<file path="config.mk">
export PLATFORM = sky130hd
export DESIGN_NAME = instr_encoder
export DESIGN_NICKNAME = d
export VERILOG_FILES = /design/src/rtl/instr_pkg.sv /design/src/rtl/instr_fifo.sv /design/src/rtl/instr_encoder.sv
export SDC_FILE = /design/constraint.sdc
export NUM_CORES = 1
export LEC_CHECK = 0
export BUFFER_PORTS_ARGS = -buffer_cell sky130_fd_sc_hd__buf_2
export CORE_AREA = 4 4 99 54
export CTS_CLUSTER_DIAMETER = 30
export DETAILED_ROUTE_END_ITERATION = 16
export DIE_AREA = 0 0 103 58
export PLACE_DENSITY_LB_ADDON = 0.05
export REMOVE_ABC_BUFFERS = 1
export SYNTH_ARGS = -nofsm -noshare
export SYNTH_HDL_FRONTEND = slang
export SYNTH_SLANG_ARGS = --single-unit
export TNS_END_PERCENT = 20
</file>
<file path="constraint.sdc">
create_clock -name clk -period 4.3 [get_ports clk]
set_input_delay 0.43 -clock clk [delete_from_list [all_inputs] [get_ports clk]]
set_output_delay 0.43 -clock clk [all_outputs]
set_load 0.05 [all_outputs]
</file>
<file path="src/rtl/instr_pkg.sv">
// Shared encoding constants for the instruction encoder: op codes, S-field codes,
// special-op immediates, the 9-bit word layout and the FIFO depth.
package instr_pkg;

    localparam int FIFO_DEPTH = 4;
    localparam int PTR_W      = $clog2(FIFO_DEPTH);
    localparam int CNT_W      = $clog2(FIFO_DEPTH + 1);
    localparam int ADDR_W     = 4;
    localparam int ERR_CNT_W  = 4;
    localparam int IMM_W      = 4;

    typedef enum logic [2:0] {
        OP_ADD = 3'b000,
        OP_SUB = 3'b001,
        OP_AND = 3'b010,
        OP_OR  = 3'b011,
        OP_XOR = 3'b100,
        OP_NOT = 3'b101,
        OP_SHL = 3'b110,
        OP_SHR = 3'b111
    } op_e;

    typedef enum logic [1:0] {
        S_ADD = 2'b00,
        S_SUB = 2'b01,
        S_AND = 2'b10,
        S_EXT = 2'b11
    } sfield_e;

    // Special ops share S_EXT with OR and are told apart by c=1 and a small immediate.
    localparam logic [IMM_W-1:0] IMM_XOR      = 4'b0001;
    localparam logic [IMM_W-1:0] IMM_NOT      = 4'b0000;
    localparam logic [IMM_W-1:0] IMM_SHL      = 4'b0010;
    localparam logic [IMM_W-1:0] IMM_SHR      = 4'b0011;
    localparam logic [IMM_W-1:0] OR_ALIAS_MAX = 4'd3;

    // Bit layout, MSB first: {c, LB, LA, S1, S0, imm[3:0]}.
    typedef struct packed {
        logic             c;
        logic             lb;
        logic             la;
        sfield_e          s;
        logic [IMM_W-1:0] imm;
    } word_t;

    localparam int WORD_W = $bits(word_t);

    function automatic word_t encode_word(
        input op_e              op,
        input logic             la,
        input logic             lb,
        input logic             imm_sel,
        input logic [IMM_W-1:0] imm
    );
        word_t w;
        w.c   = imm_sel;
        w.lb  = lb;
        w.la  = la;
        w.s   = S_EXT;
        w.imm = imm;
        case (op)
            OP_ADD:  w.s = S_ADD;
            OP_SUB:  w.s = S_SUB;
            OP_AND:  w.s = S_AND;
            OP_OR:   w.s = S_EXT;
            OP_XOR:  begin w.c = 1'b1; w.imm = IMM_XOR; end
            OP_NOT:  begin w.c = 1'b1; w.imm = IMM_NOT; end
            OP_SHL:  begin w.c = 1'b1; w.imm = IMM_SHL; end
            OP_SHR:  begin w.c = 1'b1; w.imm = IMM_SHR; end
            default: w.s = S_EXT;
        endcase
        return w;
    endfunction

    // An immediate OR with a small constant would decode as one of the special ops.
    function automatic logic is_or_alias(
        input op_e              op,
        input logic             imm_sel,
        input logic [IMM_W-1:0] imm
    );
        return (op == OP_OR) && imm_sel && (imm <= OR_ALIAS_MAX);
    endfunction

endpackage

</file>
<file path="src/rtl/instr_fifo.sv">
// Count-based FIFO of encoded words; flush empties it and wins over push/pop.
// Read data is forced to zero while empty.
module instr_fifo
    import instr_pkg::*;
(
    input  logic             clk,
    input  logic             rst,
    input  logic             push_i,
    input  logic             pop_i,
    input  logic             flush_i,
    input  word_t            wdata_i,
    output word_t            rdata_o,
    output logic             valid_o,
    output logic [CNT_W-1:0] count_o
);

    word_t            mem_q [FIFO_DEPTH];
    logic [PTR_W-1:0] wr_ptr_q, wr_ptr_d;
    logic [PTR_W-1:0] rd_ptr_q, rd_ptr_d;
    logic [CNT_W-1:0] count_q, count_d;
    logic             do_push;
    logic             do_pop;

    assign do_push = push_i && !flush_i && (count_q != CNT_W'(FIFO_DEPTH));
    assign do_pop  = pop_i && !flush_i && (count_q != '0);

    always_comb begin
        wr_ptr_d = wr_ptr_q;
        rd_ptr_d = rd_ptr_q;
        count_d  = count_q;
        if (flush_i) begin
            wr_ptr_d = '0;
            rd_ptr_d = '0;
            count_d  = '0;
        end else begin
            if (do_push) wr_ptr_d = wr_ptr_q + PTR_W'(1);
            if (do_pop)  rd_ptr_d = rd_ptr_q + PTR_W'(1);
            count_d = count_q + CNT_W'(do_push) - CNT_W'(do_pop);
        end
    end

    always_ff @(posedge clk or posedge rst) begin
        if (rst) begin
            wr_ptr_q <= '0;
            rd_ptr_q <= '0;
            count_q  <= '0;
        end else begin
            wr_ptr_q <= wr_ptr_d;
            rd_ptr_q <= rd_ptr_d;
            count_q  <= count_d;
        end
    end

    always_ff @(posedge clk or posedge rst) begin
        if (rst) begin
            for (int i = 0; i < FIFO_DEPTH; i++) mem_q[i] <= '0;
        end else if (do_push) begin
            mem_q[wr_ptr_q] <= wdata_i;
        end
    end

    assign valid_o = (count_q != '0);
    assign rdata_o = valid_o ? mem_q[rd_ptr_q] : '0;
    assign count_o = count_q;

endmodule

</file>
<file path="src/rtl/instr_encoder.sv">
// Instruction encoder: turns op requests into 9-bit control words queued for a sequencer.
// Optional OR-alias legality check is built in when INSTR_ENC_LEGAL_CHECK_EN is defined.
module instr_encoder
    import instr_pkg::*;
(
    input  logic                 clk,
    input  logic                 rst,
    input  logic                 in_valid,
    output logic                 in_ready,
    input  logic [2:0]           in_op,
    input  logic                 in_la,
    input  logic                 in_lb,
    input  logic                 in_imm_sel,
    input  logic [IMM_W-1:0]     in_imm,
    output logic                 out_valid,
    input  logic                 out_ready,
    output logic [WORD_W-1:0]    out_im,
    output logic [ADDR_W-1:0]    out_addr,
    input  logic                 flush,
    output logic                 err,
    output logic [ERR_CNT_W-1:0] err_cnt
);

    // Handshakes: a transfer happens on a rising edge where valid && ready are both high;
    // valid never waits on ready, and out_valid/out_im hold until the word is taken.

    word_t             enc_word;
    word_t             head_word;
    logic [CNT_W-1:0]  fifo_count;
    logic              push_fire;
    logic              pop_fire;
    logic              illegal;
    logic              fifo_push;
    logic [ADDR_W-1:0] addr_q, addr_d;

    assign enc_word  = encode_word(op_e'(in_op), in_la, in_lb, in_imm_sel, in_imm);
    // No bypass: a full FIFO refuses input even when a pop is in flight.
    assign in_ready  = (fifo_count < CNT_W'(FIFO_DEPTH));
    assign push_fire = in_valid && in_ready;
    assign pop_fire  = out_valid && out_ready;
    assign fifo_push = push_fire && !illegal && !flush;

    instr_fifo u_fifo (
        .clk     (clk),
        .rst     (rst),
        .push_i  (fifo_push),
        .pop_i   (pop_fire),
        .flush_i (flush),
        .wdata_i (enc_word),
        .rdata_o (head_word),
        .valid_o (out_valid),
        .count_o (fifo_count)
    );

    assign out_im = head_word;

    always_comb begin
        addr_d = addr_q;
        if (flush) begin
            addr_d = '0;
        end else if (pop_fire) begin
            addr_d = addr_q + ADDR_W'(1);
        end
    end

    always_ff @(posedge clk or posedge rst) begin
        if (rst) begin
            addr_q <= '0;
        end else begin
            addr_q <= addr_d;
        end
    end

    assign out_addr = addr_q;

`ifdef INSTR_ENC_LEGAL_CHECK_EN
    logic                 err_q, err_d;
    logic [ERR_CNT_W-1:0] err_cnt_q, err_cnt_d;

    assign illegal = is_or_alias(op_e'(in_op), in_imm_sel, in_imm);

    // Illegal requests still complete the handshake; a flush swallows them silently.
    always_comb begin
        err_d     = push_fire && illegal && !flush;
        err_cnt_d = err_cnt_q;
        if (err_d && (err_cnt_q != '1)) begin
            err_cnt_d = err_cnt_q + ERR_CNT_W'(1);
        end
    end

    always_ff @(posedge clk or posedge rst) begin
        if (rst) begin
            err_q     <= 1'b0;
            err_cnt_q <= '0;
        end else begin
            err_q     <= err_d;
            err_cnt_q <= err_cnt_d;
        end
    end

    assign err     = err_q;
    assign err_cnt = err_cnt_q;
`else
    assign illegal = 1'b0;
    assign err     = 1'b0;
    assign err_cnt = '0;
`endif

endmodule

</file>
==> results.sh <==
export IMPL_regToRegSetupSlack_ns=1.83
export IMPL_num_vias=1588
export IMPL_grtUsageTotal_pct=16.7
export IMPL_clock_fmax_mhz=404
export IMPL_crit_path_top_delay_cell="dfrtp_1"
export IMPL_synth_seq_cells=47
export IMPL_slew_viol_final=0
export IMPL_maxCapViolCount=0
export IMPL_grt_overflow=0
export IMPL_cp_start_kind="flip-flop"
export IMPL_io_pins=35
export IMPL_async_reset_ff_share_pct=100
export IMPL_cts_clk_slew_worst_paths_ns=0.09
export IMPL_cp_arrival_ns=2.05
export IMPL_syn_inst=226
export IMPL_path_delay_family="flip-flops"
export IMPL_io_buffers=29
export IMPL_synth_top_area_cell="dfrtp_1"
export IMPL_place_congestion=0.790
export IMPL_fin_worst_skew_ns=0.00517
export IMPL_drt_iter0_markers=61
export IMPL_grt_pass1_wl_mm=7.62
export IMPL_cp_required_ns=3.87
export IMPL_wl_met1_mm=2.19
export IMPL_crit_chain="mux4_2 > and2b_1 > buf_2"
export IMPL_path_buf_inv=1
export IMPL_synth_edf_count=0
export IMPL_viasPerCell=5.17
export IMPL_finalHoldViolCount=0
export IMPL_netlist_top_cells_area="dfrtp_1 (49%), mux4_2 (8.4%), nand2_1 (8.1%), o21ai_1 (5.4%), ha_1 (3.6%)"
export IMPL_dp_hpwl_mm=3.08
export IMPL_synth_top_area_share_pct=48.8
export IMPL_grt_max_degree=48
export IMPL_area_growth_pct=8.62
export IMPL_clk_latency_ns=0.30
export IMPL_core_um2=4380
export IMPL_maxSlewHeadroom_pct=47.6
export IMPL_max_stage_delay_ns=0.78
export IMPL_routedWlPerCell_um=14.4
export IMPL_clockRootBuffer="clkbuf_8"
export IMPL_p_leak_nw=1.28
export IMPL_h_tree_depth=2
export IMPL_cts_resized=0
export IMPL_cts_tree="yes"
export IMPL_hp_class="input pin to async pin"
export IMPL_setup_tns_ns=0
export IMPL_crit_type="flip-flop to primary output"
export IMPL_fin_crit_ns=2.48
export IMPL_setup_viol=0
export IMPL_finalWirelength_mm=4.43
export IMPL_die_h_um=58
export IMPL_ys_warn_count=0
export IMPL_power_density_nw_per_um2=664
export IMPL_drive_gt1_share_pct=20.4
export IMPL_drc_errors=0
export IMPL_antenna_found_initial=0
export IMPL_die_area_um2=5970
export IMPL_antennaDiodeCount=0
export IMPL_final_cell_area_um2=2620
export IMPL_drt_pass1_iterations=4
export IMPL_r2r_end="u_fifo.count_o[2]"
export IMPL_ant_nets=0
export IMPL_postCtsSetupBuffers=0
export IMPL_tightest_slew_ns=0.781
export IMPL_fin_crit_sh_pct=57.6
export IMPL_n_fill_cell=405
export IMPL_r2r_cells=10
export IMPL_grt_pass1_vias=1633
export IMPL_rsz0062_at_grt="false"
export IMPL_dpl_instance_area_um2=2530
export IMPL_cts_sinks=47
export IMPL_avgSynthCellArea_um2=10.7
export IMPL_ir_drop_v=0.000288
export IMPL_start_util_pct=55.0
export IMPL_path_max_fanout=11
export IMPL_rows=17
export IMPL_synth_flop_cell="dfrtp_1"
export IMPL_ys_types=31
export IMPL_worstSetupEndpointType="primary output"
export IMPL_r2r_start="u_fifo.count_o[2]"
export IMPL_seq_area_frac_synth_pct=48.8
export IMPL_dr_wl_met2_mm=1.98
export IMPL_status="finished, final reports clean"
export IMPL_wl_met3_um=214
export IMPL_nets=272
export IMPL_clockBufferDepth=2
export IMPL_die_w_um=103
export IMPL_top_layer="met4"
export IMPL_cts_buffers_inserted=5
export IMPL_netlist_area_um2=2410
export IMPL_postCtsHoldBufs=0
-- synthesized netlist by cell type (2+ instances only) --
cell type and count:
dfrtp_1 47, nor2b_1 4, xnor2_1 4, mux2i_1 3, xor2_1 4, inv_1 8, and2b_1 7, o21ai_0 3
buf_6 2, nand4bb_1 3, nor4bb_1 4, buf_4 8, buf_1 2, mux4_2 9, nand2b_1 2, ha_1 7
o21ai_1 26, buf_2 6, nor2_1 13, o311ai_1 2, nand2_1 52
-- cell usage in the layout (no fill, tap or decap), drive strengths merged, types with 5 or more instances in the layout --
master	n
mux4	9
ha	7
clkbuf	5
o21ai	29
nor2	13
conb	5
nand2	52
and2b	7
dfrtp	47
buf	30
inv	7
-- state kept, by name (all words and copies together) (netlist names) --
register and cells:
u_fifo.wr_ptr_q 2, u_fifo.count_o 3, out_addr 4, u_fifo.rd_ptr_q 2
u_fifo.mem_q 36
-- tightest hold or removal path: stages --
cell and delay, ns:
buf_2 0.10, clkinv_1 0.03, buf_4 0.48
-- how the worst max path moves through the flow --
| stage | cells after the start | slack, ns | endpoint | startpoint |
|---|---|---|---|---|
| after floorplan | 10 | 2.01 | u_fifo.count_o[2] | u_fifo.count_o[2] |
| after CTS | 3 | 1.77 | out_im[5] | u_fifo.rd_ptr_q[0] |
| after detailed placement | 10 | 1.84 | u_fifo.count_o[2] | u_fifo.count_o[2] |
| final | 3 | 1.82 | out_im[5] | u_fifo.rd_ptr_q[0] |
| after global routing | 10 | 1.63 | u_fifo.count_o[2] | u_fifo.count_o[2] |
| after global placement | 10 | 1.90 | u_fifo.count_o[2] | u_fifo.count_o[2] |
-- logic make-up after synthesis --
group / share of synthesized area (%)
XOR/XNOR: 2.91
AND/OR/NAND/NOR: 19.5
multiplexers: 10.1
other: 0.156
buffers and inverters: 6.23
AO/OA/AOI/OAI: 7.84
flip-flops: 48.8
adder cells (fa/ha/maj): 4.47
-- metal layers --
metal | GRT usage, % | vias up
li1 | - | 799
met1 | 23.0 | 755
met2 | 26.5 | 30
met3 | 3.97 | 4
met4 | 4.98 | 0
met5 | 0 | -
-- through the flow --
step	instances	power, mW	hold slack (ns)	util [%]	worst slack [ns]
after floorplan	212	1.32	0.440	-	2.01
after global placement	299	1.48	0.456	57.7	1.90
after detailed placement	299	1.50	0.463	57.7	1.84
after CTS	307	1.77	0.286	59.7	1.77
after global routing	307	1.88	0.334	59.7	1.63
final	307	1.74	0.260	59.7	1.82
-- cell type report --
type,count,area (um^2),area share [%]
clock buffer,5,68.8,2.63
clock inverter,3,20.0,0.765
inverter,8,30.0,1.15
multi-input combinational,157,1100,42.0
sequential,47,1180,44.9
tap,57,71.3,2.72
timing repair buffer,30,153,5.83
-- report_power, final --
| group | total (mW) | switching, mW | internal [mW] |
|---|---|---|---|
| clock | 0.264 | 0.150 | 0.113 |
| sequential | 0.750 | 0.138 | 0.612 |
| combinational | 0.725 | 0.430 | 0.296 |
(Power assumes the default switching activity.)
